File: src/rtl/alu_pkg.sv
// Purpose: shared opcode encodings and FSM state type for the ALU arbiter slice.
// Latency: n/a (declarations only).
// Backpressure: n/a.
//
// Contents:
//   ALU_ADD/ALU_SUB/ALU_MUL/ALU_NAND  opcode values understood by the shared ALU
//   arb_state_t                      arbiter FSM states
package alu_pkg;

  localparam int ALU_ADD  = 0;
  localparam int ALU_SUB  = 1;
  localparam int ALU_MUL  = 2;
  localparam int ALU_NAND = 3;

  typedef enum logic [1:0] {
    IDLE = 2'd0,
    EXEC = 2'd1,
    RESP = 2'd2
  } arb_state_t;

endpackage

File: src/rtl/rr_arbiter.sv
// Purpose: round-robin request picker; first asserted request at or after ptr, with wrap.
// Latency: combinational, zero cycles.
// Backpressure: en=0 forces an empty grant; the caller owns the pointer.
//
// Ports:
//   req      in   N    request vector
//   ptr      in   IW   highest-priority index for this decision (must be < N)
//   en       in   1    grant enable
//   gnt      out  N    one-hot (or zero) grant
//   gnt_idx  out  IW   index of the granted request, 0 when nothing is granted
module rr_arbiter #(
  parameter int N  = 4,
  parameter int IW = 2
) (
  input  logic [N-1:0]  req,
  input  logic [IW-1:0] ptr,
  input  logic          en,
  output logic [N-1:0]  gnt,
  output logic [IW-1:0] gnt_idx
);

  logic [IW-1:0] w_cand;
  logic          w_found;

  // Walk the N candidates starting at ptr; the modulo keeps the search inside
  // 0..N-1, so indices >= N are never produced when N is not a power of two.
  always_comb begin
    gnt     = '0;
    gnt_idx = '0;
    w_cand  = '0;
    w_found = 1'b0;
    for (int k = 0; k < N; k++) begin
      w_cand = IW'((32'(ptr) + 32'(k)) % 32'(N));
      if (en && !w_found && req[w_cand]) begin
        gnt[w_cand] = 1'b1;
        gnt_idx     = w_cand;
        w_found     = 1'b1;
      end
    end
  end

endmodule

File: src/rtl/alu_arbiter.sv
// Purpose: shares one combinational ALU between N_REQ requesters with round-robin grant.
// Latency: response k edges after accept (k=1, or MUL_CYCLES for MUL); issue interval k+2.
// Backpressure: response held in RESP until rsp_ready; no request is accepted meanwhile.
//
// Ports:
//   clk, rst_n                    clock and asynchronous active-low reset
//   req_valid/req_ready [N_REQ]   per-requester handshake; req_ready at most one-hot
//   req_opcode/op1/op2            packed per-requester operands, requester i at slice i
//   alu_opcode/op1/op2            registered operands to the shared ALU
//   alu_result                    combinational result from the shared ALU
//   rsp_valid/rsp_ready           response handshake
//   rsp_id/rsp_result             owner index and captured result, stable while rsp_valid
//   busy                          high whenever the FSM is not IDLE
module alu_arbiter
  import alu_pkg::*;
#(
  parameter int RAM_WIDTH  = 32,
  parameter int WIDTH      = 2,
  parameter int N_REQ      = 4,
  parameter int ID_W       = 2,
  parameter int MUL_CYCLES = 2
) (
  input  logic                     clk,
  input  logic                     rst_n,
  input  logic [N_REQ-1:0]         req_valid,
  output logic [N_REQ-1:0]         req_ready,
  input  logic [N_REQ*WIDTH-1:0]   req_opcode,
  input  logic [N_REQ*RAM_WIDTH-1:0] req_op1,
  input  logic [N_REQ*RAM_WIDTH-1:0] req_op2,
  output logic [WIDTH-1:0]         alu_opcode,
  output logic [RAM_WIDTH-1:0]     alu_op1,
  output logic [RAM_WIDTH-1:0]     alu_op2,
  input  logic [RAM_WIDTH-1:0]     alu_result,
  output logic                     rsp_valid,
  input  logic                     rsp_ready,
  output logic [ID_W-1:0]          rsp_id,
  output logic [RAM_WIDTH-1:0]     rsp_result,
  output logic                     busy
);

  // Counter holds MUL_CYCLES-1 at most.
  localparam int CNT_W = (MUL_CYCLES > 1) ? $clog2(MUL_CYCLES) : 1;

  arb_state_t           r_state;
  logic [CNT_W-1:0]     r_cnt;
  logic [ID_W-1:0]      r_rr_ptr;
  logic [ID_W-1:0]      r_rsp_id;
  logic [WIDTH-1:0]     r_alu_opcode;
  logic [RAM_WIDTH-1:0] r_alu_op1;
  logic [RAM_WIDTH-1:0] r_alu_op2;
  logic [RAM_WIDTH-1:0] r_rsp_result;
  logic                 r_rsp_valid;

  logic [N_REQ-1:0]     w_gnt;
  logic [ID_W-1:0]      w_gnt_idx;
  logic                 w_accept;
  logic [WIDTH-1:0]     w_sel_opcode;
  logic [RAM_WIDTH-1:0] w_sel_op1;
  logic [RAM_WIDTH-1:0] w_sel_op2;
  logic                 w_sel_is_mul;
  logic [ID_W-1:0]      w_next_ptr;

  // Grants only exist in IDLE, so req_ready is also the accept qualifier.
  rr_arbiter #(
    .N  (N_REQ),
    .IW (ID_W)
  ) u_rr (
    .req     (req_valid),
    .ptr     (r_rr_ptr),
    .en      (r_state == IDLE),
    .gnt     (w_gnt),
    .gnt_idx (w_gnt_idx)
  );

  assign req_ready = w_gnt;
  assign w_accept  = |(req_valid & w_gnt);

  assign w_sel_opcode = req_opcode[w_gnt_idx*WIDTH +: WIDTH];
  assign w_sel_op1    = req_op1[w_gnt_idx*RAM_WIDTH +: RAM_WIDTH];
  assign w_sel_op2    = req_op2[w_gnt_idx*RAM_WIDTH +: RAM_WIDTH];
  assign w_sel_is_mul = (w_sel_opcode == WIDTH'(ALU_MUL));

  // Pointer moves to the requester after the winner; explicit wrap keeps it < N_REQ.
  assign w_next_ptr = (w_gnt_idx == ID_W'(N_REQ - 1)) ? '0 : (w_gnt_idx + ID_W'(1));

  always_ff @(posedge clk or negedge rst_n) begin
    if (!rst_n) begin
      r_state      <= IDLE;
      r_cnt        <= '0;
      r_rr_ptr     <= '0;
      r_rsp_id     <= '0;
      r_alu_opcode <= '0;
      r_alu_op1    <= '0;
      r_alu_op2    <= '0;
      r_rsp_result <= '0;
      r_rsp_valid  <= 1'b0;
    end else begin
      case (r_state)
        IDLE: begin
          if (w_accept) begin
            r_alu_opcode <= w_sel_opcode;
            r_alu_op1    <= w_sel_op1;
            r_alu_op2    <= w_sel_op2;
            r_rsp_id     <= w_gnt_idx;
            r_rr_ptr     <= w_next_ptr;
            r_cnt        <= w_sel_is_mul ? CNT_W'(MUL_CYCLES - 1) : '0;
            r_state      <= EXEC;
          end
        end
        EXEC: begin
          // The ALU has been looking at the registered operands since the
          // accept edge; the extra MUL cycles give its multiplier time to settle.
          if (r_cnt == '0) begin
            r_rsp_result <= alu_result;
            r_rsp_valid  <= 1'b1;
            r_state      <= RESP;
          end else begin
            r_cnt <= r_cnt - CNT_W'(1);
          end
        end
        RESP: begin
          if (rsp_ready) begin
            r_rsp_valid <= 1'b0;
            r_state     <= IDLE;
          end
        end
        default: begin
          r_rsp_valid <= 1'b0;
          r_state     <= IDLE;
        end
      endcase
    end
  end

  assign alu_opcode = r_alu_opcode;
  assign alu_op1    = r_alu_op1;
  assign alu_op2    = r_alu_op2;
  assign rsp_valid  = r_rsp_valid;
  assign rsp_id     = r_rsp_id;
  assign rsp_result = r_rsp_result;
  assign busy       = (r_state != IDLE);

endmodule

File: config.mk
export PLATFORM = sky130hd
export DESIGN_NAME = alu_arbiter
export DESIGN_NICKNAME = d
export VERILOG_FILES = /design/src/rtl/alu_pkg.sv /design/src/rtl/rr_arbiter.sv /design/src/rtl/alu_arbiter.sv
export SDC_FILE = /design/constraint.sdc
export NUM_CORES = 1
export LEC_CHECK = 0
export ABC_AREA = 1
export CORE_AREA = 3 3 156 158
export CTS_CLUSTER_DIAMETER = 100
export DETAILED_ROUTE_END_ITERATION = 8
export DIE_AREA = 0 0 159 161
export PLACE_DENSITY = 0.69
export SKIP_LAST_GASP = 1
export SLEW_MARGIN = 20
export SYNTH_ARGS = -nofsm -noshare
export SYNTH_HDL_FRONTEND = slang
export SYNTH_SLANG_ARGS = --single-unit
File: constraint.sdc
create_clock -name clk -period 8.1 [get_ports clk]
set_input_delay 1.215 -clock clk [delete_from_list [all_inputs] [get_ports clk]]
set_output_delay 1.215 -clock clk [all_outputs]
set_load 0.02 [all_outputs]
# Word level (Yosys, flattened, before mapping)
# Index checks and enable logic that the tools add are counted.
[classes]
addsub = 5
mul = 0
div_mod_pow = 0
n_lt_le_gt_ge = 8
eq_ne = 7
shifts = 3
mux = 39
bitwise_logic = 6
reduce_logical = 23
[ops]
columns = ["cell", "n"]
rows = [
  ["128-bit by 8-bit variable part select with 32-bit output", 2],
  ["1-bit 2-to-1 mux", 16],
  ["2-bit 2-to-1 mux", 8],
  ["4-bit 2-to-1 mux", 4],
  ["2-bit by 3-bit < comparator with 1-bit output, second input constant", 4],
  ["4-bit OR", 3],
  ["1-bit logical AND", 11],
  ["1-bit binary-select mux with 2-bit select", 4],
  ["1-bit demux with 2-bit select", 4],
  ["2-bit by 1-bit >= comparator with 1-bit output, second input constant", 4],
  ["8-bit by 4-bit variable part select with 2-bit output", 1],
  ["2-bit == test, second input constant", 3],
  ["2-bit inequality test, second input constant", 3],
  ["2-bit one-hot mux with 3 select lines", 1],
  ["2-bit AND reduction", 3],
  ["3-bit AND reduction", 2],
  ["2-bit by 1-bit adder with 2-bit output, second input constant", 2],
  ["2-bit adder, second input constant", 2],
  ["4-bit AND", 1],
  ["2-bit nonzero test", 2],
  ["4-bit OR reduction", 1],
  ["1-bit logical NOT", 3],
  ["1-bit one-hot mux with 3 select lines", 1],
  ["2-bit by 1-bit == test with 1-bit output, second input constant", 1],
  ["other kinds (4)", 5],
]
[word_totals]
regBits = 106
latch_bits = 0
mem_bits_rw = 0
rom_bits = 0
output_inout_bits = 106
word_cells = 100
n_memories = 0

# Longest topological paths before layout
# Gate-level depths: netlist (run 1).
[logic_depth]
word_depth = 21
depth_mapped = 17

# Hierarchy
# Synthesis (run 1) repeated with hierarchy kept, for this count alone.
[unflattened]
hier_cells = 1053
hier_area_um2 = 6752.7
[by_module_without_submodules]
columns = ["mod", "n_inst", "cells_each", "area_per_inst_um2", "seq_area_each_um2"]
rows = [
  ["alu_arbiter", 1, 972, 6259.8, 2652.5],
  ["rr_arbiter", 1, 81, 493.0, 0.0],
]

# Worst setup path before layout (run 1)
# Ideal clock, no wire load.
[synth_path]
path_kind = "input port to output port"
start = "in req_valid[3]"
end = "out req_ready[0]"
arrival_ns = 2.055
t_required_ns = 6.885
slack_ns = 4.830
path_stages = 7
cell_sequence = "nand2_1 -> nand3_1 -> nand2_2 -> nand3_4 -> nor2_4 -> nand2_1 -> nand3_1"
[synth_via]
elab_chain_cells = 16
elab_cells_between_ends = 28
cone_classes = "15 x mux; 3 x bitwise; 10 x reduce/logical"
[synth_rtl]
columns = ["item", "line_no", "source"]
rows = [
  ["from (decl)", "alu_arbiter.sv:25", "input logic [N_REQ-1:0] req_valid,"],
  ["1-bit binary-select mux with 2-bit select", "rr_arbiter.sv:34", "if (en && !w_found && req[w_cand]) begin"],
  ["1-bit 2-to-1 mux (implied by the code)", "rr_arbiter.sv:34", ""],
  ["1-bit logical AND", "rr_arbiter.sv:34", ""],
  ["1-bit 2-to-1 mux", "rr_arbiter.sv:34", ""],
  ["1-bit logical NOT", "rr_arbiter.sv:34", ""],
  ["1-bit logical AND (2 in series)", "rr_arbiter.sv:34", ""],
  ["1-bit 2-to-1 mux", "rr_arbiter.sv:34", ""],
  ["1-bit logical NOT", "rr_arbiter.sv:34", ""],
  ["1-bit logical AND (2 in series)", "rr_arbiter.sv:34", ""],
  ["1-bit 2-to-1 mux", "rr_arbiter.sv:34", ""],
  ["1-bit logical NOT", "rr_arbiter.sv:34", ""],
  ["1-bit logical AND (2 in series)", "rr_arbiter.sv:34", ""],
  ["4-bit 2-to-1 mux *", "rr_arbiter.sv:34", ""],
  ["to (decl)", "alu_arbiter.sv:26", "output logic [N_REQ-1:0] req_ready,"],
]
# Mark *: on every way between the ends. The rest lies on a longest branch, timed or not. The select of a mux whose other input is x is not followed.

# Worst setup path after layout (run 1)
[layout_path]
start = "in req_valid[3]"
end = "out req_ready[3]"
# The elaborated chain is that of the path after synthesis.

==> results of run 1 <==
## where the power goes
part           switching [W]  total [W]  internal (W)
registers           0.000160   0.000979      0.000819
clock network       0.000244   0.000465      0.000221
logic                0.00270    0.00429       0.00159
## cell families after synthesis
kind of cell / after synthesis / synth area share, %
AND/OR/NAND/NOR: 619 / 39.5
flip-flops: 106 / 35.1
buffers and inverters: 165 / 9.60
adder cells (fa/ha/maj): 9 / 1.49
multiplexers: 32 / 4.77
AO/OA/AOI/OAI: 139 / 9.50
## critical path, delay by kind of cell
family                 cells  cell delay, ns
buffers and inverters      3            1.17
AND/OR/NAND/NOR            7            0.89
## cells in the final DEF, fill, tap and decap left out, types with 5 or more instances in the layout
cell / synthesis / layout
clkdlybuf4s50_1: 0 / 407
mux2_2: 32 / 32
o21ai_0: 5 / 5
inv_1: 82 / 82
nand2_1: 377 / 376
nand3_1: 92 / 92
ha_1: 9 / 9
buf_4: 8 / 9
dfrtp_1: 106 / 106
nand2_2: 5 / 5
nor2_1: 7 / 7
a21oi_1: 65 / 65
o21ai_1: 66 / 66
clkbuf_16: 0 / 9
nand3b_1: 128 / 128
## cell type report
cell class,instances,area share [%]
clock inverter,7,0.696
timing repair buffer,417,34.5
sequential,106,22.0
clock buffer,9,1.87
multi-input combinational,799,34.9
antenna,3,0.0623
inverter,85,2.65
tap,319,3.31
## layer usage
layer  vias up  routed length [um]
met1      4005               13100
met2       370               15100
met5         -                  64
li1       4167                   -
met3        51                2680
met4        10                 814
## metrics by stage
step	setup slack, ns	instance area [um2]	hold WS (ns)	total power, W
2_1_floorplan	4.83	7550	0.475	0.00394
3_3_place_gp	3.56	11700	0.461	0.00526
3_5_place_dp	3.49	11700	0.464	0.00530
4_1_cts	3.61	12000	0.485	0.00579
5_1_grt	3.48	12000	0.501	0.00629
6_report	3.62	12000	0.483	0.00573
## worst max path at each step
stage,slack [ns],start,cells past startpoint,endpoint
after global routing,3.48,req_valid[3],11,req_ready[3]
after floorplan,4.83,req_valid[3],7,req_ready[0]
after global placement,3.56,req_valid[3],14,alu_op2[3]
after detailed placement,3.49,req_valid[3],14,alu_op2[3]
final,3.62,req_valid[3],10,req_ready[3]
after CTS,3.61,req_valid[3],10,req_ready[3]
## registers in the layout (all words and copies together), names as in the netlist
name        count
rsp_valid       1
r_rr_ptr        2
rsp_id          2
alu_op2        32
alu_opcode      2
alu_op1        32
r_state         2
r_cnt           1
rsp_result     32
==> metrics, run 1 <==
outcome=finished clean; Setup crit end kind=primary output; Min-Delay Endpoint=alu_op1[13]; post-DR wirelength/cell=18.2 um; Worst path max stage delay=0.63 ns; Final period util=55.3%; RSZ-0062 raised after global routing=false; Seq. cell area=2650 um2; Die Wd=159 um; Setup TNS=0 ns; grt total ovfl=0; Max-Cap Viols=0; placed cell count=1,726; VDD IR max=0.305 mV; Final Setup Violations=0; worst skew pair latency=0.37 ns; DRT iter0 DRCs=744; core area=23,300 um2; # clock sinks=106; fin cells=1,745; # fillers=2,279; max frequency=223 MHz; clk_skew=0.0186 ns; worst path cell trace=clkdlybuf4s50_1 -> nand2_1 -> nand3_1 -> nand2_2 -> nor2_2 -> nand2_1 -> nand2_1 -> inv_1 -> nand3_1 -> clkdlybuf4s50_1; Die ar.=25,600 um2; CTS Buf Count=9; Synth area leader=dfrtp_1; minimum clock period after layout=4.48 ns; FF-to-FF setup slack=3.85 ns; crit path kind=in -> out; top-count cell post-synth=nand2_1; largest net degree at the start of global routing=110; Nets=1,730; Avg Cell Area, Syn=7.05 um2; DR vias/cell=4.93; # IOs=409; Post-Syn Nets=1,382; routed vias=8,603; initial core utilization=32.4%; # DRC=0; Power per Cell Area=476 nW/um2; synthesis-to-layout area growth=59.6%; post-CTS setup repair buffer count=0; Hold WC Path Type=reg -> reg; critical path launch point type=input pin; Post-synth EDFFs=0; slowest stage cell on the critical path=clkdlybuf4s50_1; Seq cells post-synth=106; port bufs=408; final wirelength=31.7 mm; vias in the first global route=8,340; Req. time, crit path=6.88 ns; CTS resizes=0; Worst Hold Launch=alu_op1[13]; max_slew headroom=26.9%; Yosys top cell area share=35.1%; Synth cell types=28; first-pass GRT wire length=48.5 mm; H-Tree Depth=3; RePlAce Congestion=0.926; GRT Total Usage=23.8%; Least-Margin Pin Slew=1.10 ns; Worst Hold Path Cells=2; Worst-path clk slew=0.08 ns; TritonCTS clock tree=done; Post-DRT Antenna Nets=0; ratio of cells with drive above 1 in the final layout=5.34%; crit path DAT=3.26 ns; Final Core Density=51.8%; M3 GR Usage=7.51%; final hold vios=0; row cnt=56; GRT Max-Usage Layer=met2; r2r startpoint=r_rr_ptr[0]; Mapped Cells=1,070; clk buf depth=2; met2 usage=39.6%; # hold bufs at CTS=0; Yosys warnings=0; DR pass1 iterations=5; reg2reg end=alu_op1[9]; top cells by area, synth=dfrtp_1 (35%), nand2_1 (19%), nand3b_1 (13%); initial antenna violation count=8; most used cell, CP=nand2_1; most frequent cells after synthesis=nand2_1 (377), nand3b_1 (128), dfrtp_1 (106), nand3_1 (92), inv_1 (82); Slew Viols, Final=0; M1 GR Usage=29.5%; Die H=161 um; clk root buf=clkbuf_16; Leak=5.45 nW; post-synthesis sequential area ratio=35.1%; Synth Flop Type=dfrtp_1; FFs w/ async S/R, synth=100%; synthesized cell area=7550 um2; reg2reg path depth=15; area of the multi-input gates=4210 um2; Post-DP HPWL=22.4 mm; critical path peak fanout=7
No activity file was read; power rests on OpenSTA's default activity.
==> inputs of run 2 (changes only) <==
- PLACE_DENSITY: 0.69 -> 0.71
- clock period: 8.1 -> 3.75 ns (I/O delays scaled with it)
==> metrics, run 2 (synthesized netlist as in run 1, its figures left out) <==
outcome=finished clean; hold slack=0.226 ns (-0.257 ns); Worst-path clk slew=0.08 ns (about the same); worst skew pair latency=0.36 ns (about the same); Seq. cell area=2660 um2 (about the same); Die H=161 um (unchanged); Die ar.=25,600 um2 (unchanged); ratio of cells with drive above 1 in the final layout=6.34% (+1.0 points); CTS Buf Count=9 (unchanged); crit path kind=reg -> out; # fillers=2,245 (-1.5%); Post-DRT Antenna Nets=0 (unchanged); initial antenna violation count=2 (-6); first-pass GRT wire length=47.2 mm (-2.6%); critical path peak fanout=8 (+1); DR pass1 iterations=5 (unchanged); top sig layer=met4; Final Core Density=52.8% (+1.0 points); area of the multi-input gates=4210 um2 (unchanged); met2 routed WL=14.5 mm (-3.6%); post-DR wirelength/cell=17.3 um (-4.6%); max frequency=279 MHz; Final period util=95.5%; # DRC=0 (unchanged); TritonCTS clock tree=done; Setup crit end kind=primary output; Power per Cell Area=1050 nW/um2 (+120%); Comb power frac=76.1% (+1.3 points); RePlAce Congestion=0.930 (+0.42%); Post-DP HPWL=22.2 mm (-0.86%); synthesis-to-layout area growth=62.7%; commonest non-fill, non-tap cells in the layout=clkdlybuf4s50_1 (406), nand2_1 (376), nand3b_1 (128); H-Tree Depth=3 (unchanged); # clock sinks=106 (unchanged); Max-Cap Viols=0 (unchanged); sw frac=52.7% (-1.4 points); final hold vios=0 (unchanged); Final Setup Violations=0 (unchanged); VDD IR max=0.735 mV (+140%); Die Wd=159 um (unchanged); DRT iter0 DRCs=611 (-18%); crit path DAT=3.02 ns (-0.24 ns); # IOs=409 (unchanged); vias in the first global route=8,393 (+0.64%); GRT Total Usage=23.0% (-0.84 points); Seq pwr share=16.2% (-0.9 points); Least-Margin Pin Slew=0.875 ns (-0.221 ns); Nets=1,743 (+0.75%); met3 WL post-DR=2.58 mm (-4.0%); Sw Pwr=0.00681 W (+120%); largest net degree at the start of global routing=121 (+10%); clk buf depth=2 (unchanged); Leak=5.58 nW (+2.3%); port bufs=408 (unchanged); RSZ-0062 raised after global routing=true; core area=23,300 um2 (unchanged); critical path launch point type=flip-flop; initial core utilization=32.4% (unchanged); clk_skew=0.0202 ns (+0.00159 ns); row cnt=56 (unchanged); Hold WC Path Type=in -> async; Req. time, crit path=3.19 ns (-3.69 ns); grt total ovfl=0 (unchanged); Routed met1 length=12.5 mm (-4.4%); Internal Power=0.00612 W (+130%); final wirelength=30.4 mm (-4.0%); DR vias/cell=4.96 (+0.68%); routed vias=8,721 (+1.4%); max_slew headroom=41.4% (+15 points); Clk pwr share=7.7% (-0.4 points); Slew Viols, Final=0 (unchanged); minimum clock period after layout=3.58 ns; clk root buf=clkbuf_16; most common cell after layout, fill and taps aside=clkdlybuf4s50_1
run 2: cell types whose count changed in the layout (fill, tap and decap cells not counted), sizes merged:
cell	previous run	this run
inv	88	89
dlymetal6s2s	0	1
diode	3	2
clkinv	4	3
buf	10	23
clkdlybuf4s50	407	406
run 2: worst max-delay path: stages (launching register included):
cell and delay (ns):
dfrtp_2 0.47, inv_1 0.21, ha_1 0.30, inv_1 0.19, nand3_2 0.16, nand2_1 0.15
nand3_4 0.11, nor2_4 0.19, nand2_1 0.10, nand3_1 0.15, clkdlybuf4s50_1 0.63
run 2: final timing paths:
check / slack [ns] / start / end / cells after the start
worst max-delay path: 0.17 / r_rr_ptr[1] / req_ready[0] / 10
worst min-delay path: 0.23 / rst_n / alu_op1[1] / 1
worst max register to register: 0.49 / r_rr_ptr[1] / alu_op2[7] / 14
worst min register to register: 0.48 / alu_op2[24] / alu_op2[24] / 2
max in group asynchronous: 2.69 / rst_n / alu_op2[0] / 2
min in group clk: 0.48 / alu_op2[24] / alu_op2[24] / 2
run 2: power groups by stage:
stage,sequential (W),combinational [W],clock (W)
after global placement,0.00208,0.00982,0
after detailed placement,0.00210,0.00995,0
final,0.00210,0.00985,0.000992
after global routing,0.00216,0.0109,0.00108
after floorplan,0.00272,0.00579,0
after CTS,0.00209,0.00997,0.00104
run 2: timing repair:
action / 4_1_cts / 5_1_grt
hold endpoints to repair: 0 / 0
endpoints found under the setup margin: 0 / 4
setup buffers: 0 / 0
resized for setup: 0 / 5
hold buffers: 0 / 0
run 2: cell type report:
class,instances,share of cell area [%]
Timing Repair Buffer,430,35.7
Multi-Input combinational cell,799,34.3
Sequential cell,106,21.6
Tap cell,319,3.25
Inverter,85,2.62
Clock buffer,9,1.83
Clock inverter,7,0.642
Antenna cell,2,0.0408
run 2: routing by layer:
layer  GRT usage [%]  vias to the layer above
li1                -                     4194
met1            28.8                     4087
met2            38.5                      394
met3            6.72                       46
met4            6.88                        0
met5               0                        -
run 2: stage by stage:
step	area, um2	setup slack, ns	instances	power [W]	TNS, ns
after floorplan	7550	1.20	1070	0.00851	0
after global placement	12000	0.476	1739	0.0119	0
after detailed placement	12000	0.372	1739	0.0121	0
after CTS	12300	0.0901	1755	0.0131	0
after global routing	12300	-0.00883	1757	0.0142	-0.0113
final	12300	0.169	1757	0.0129	0
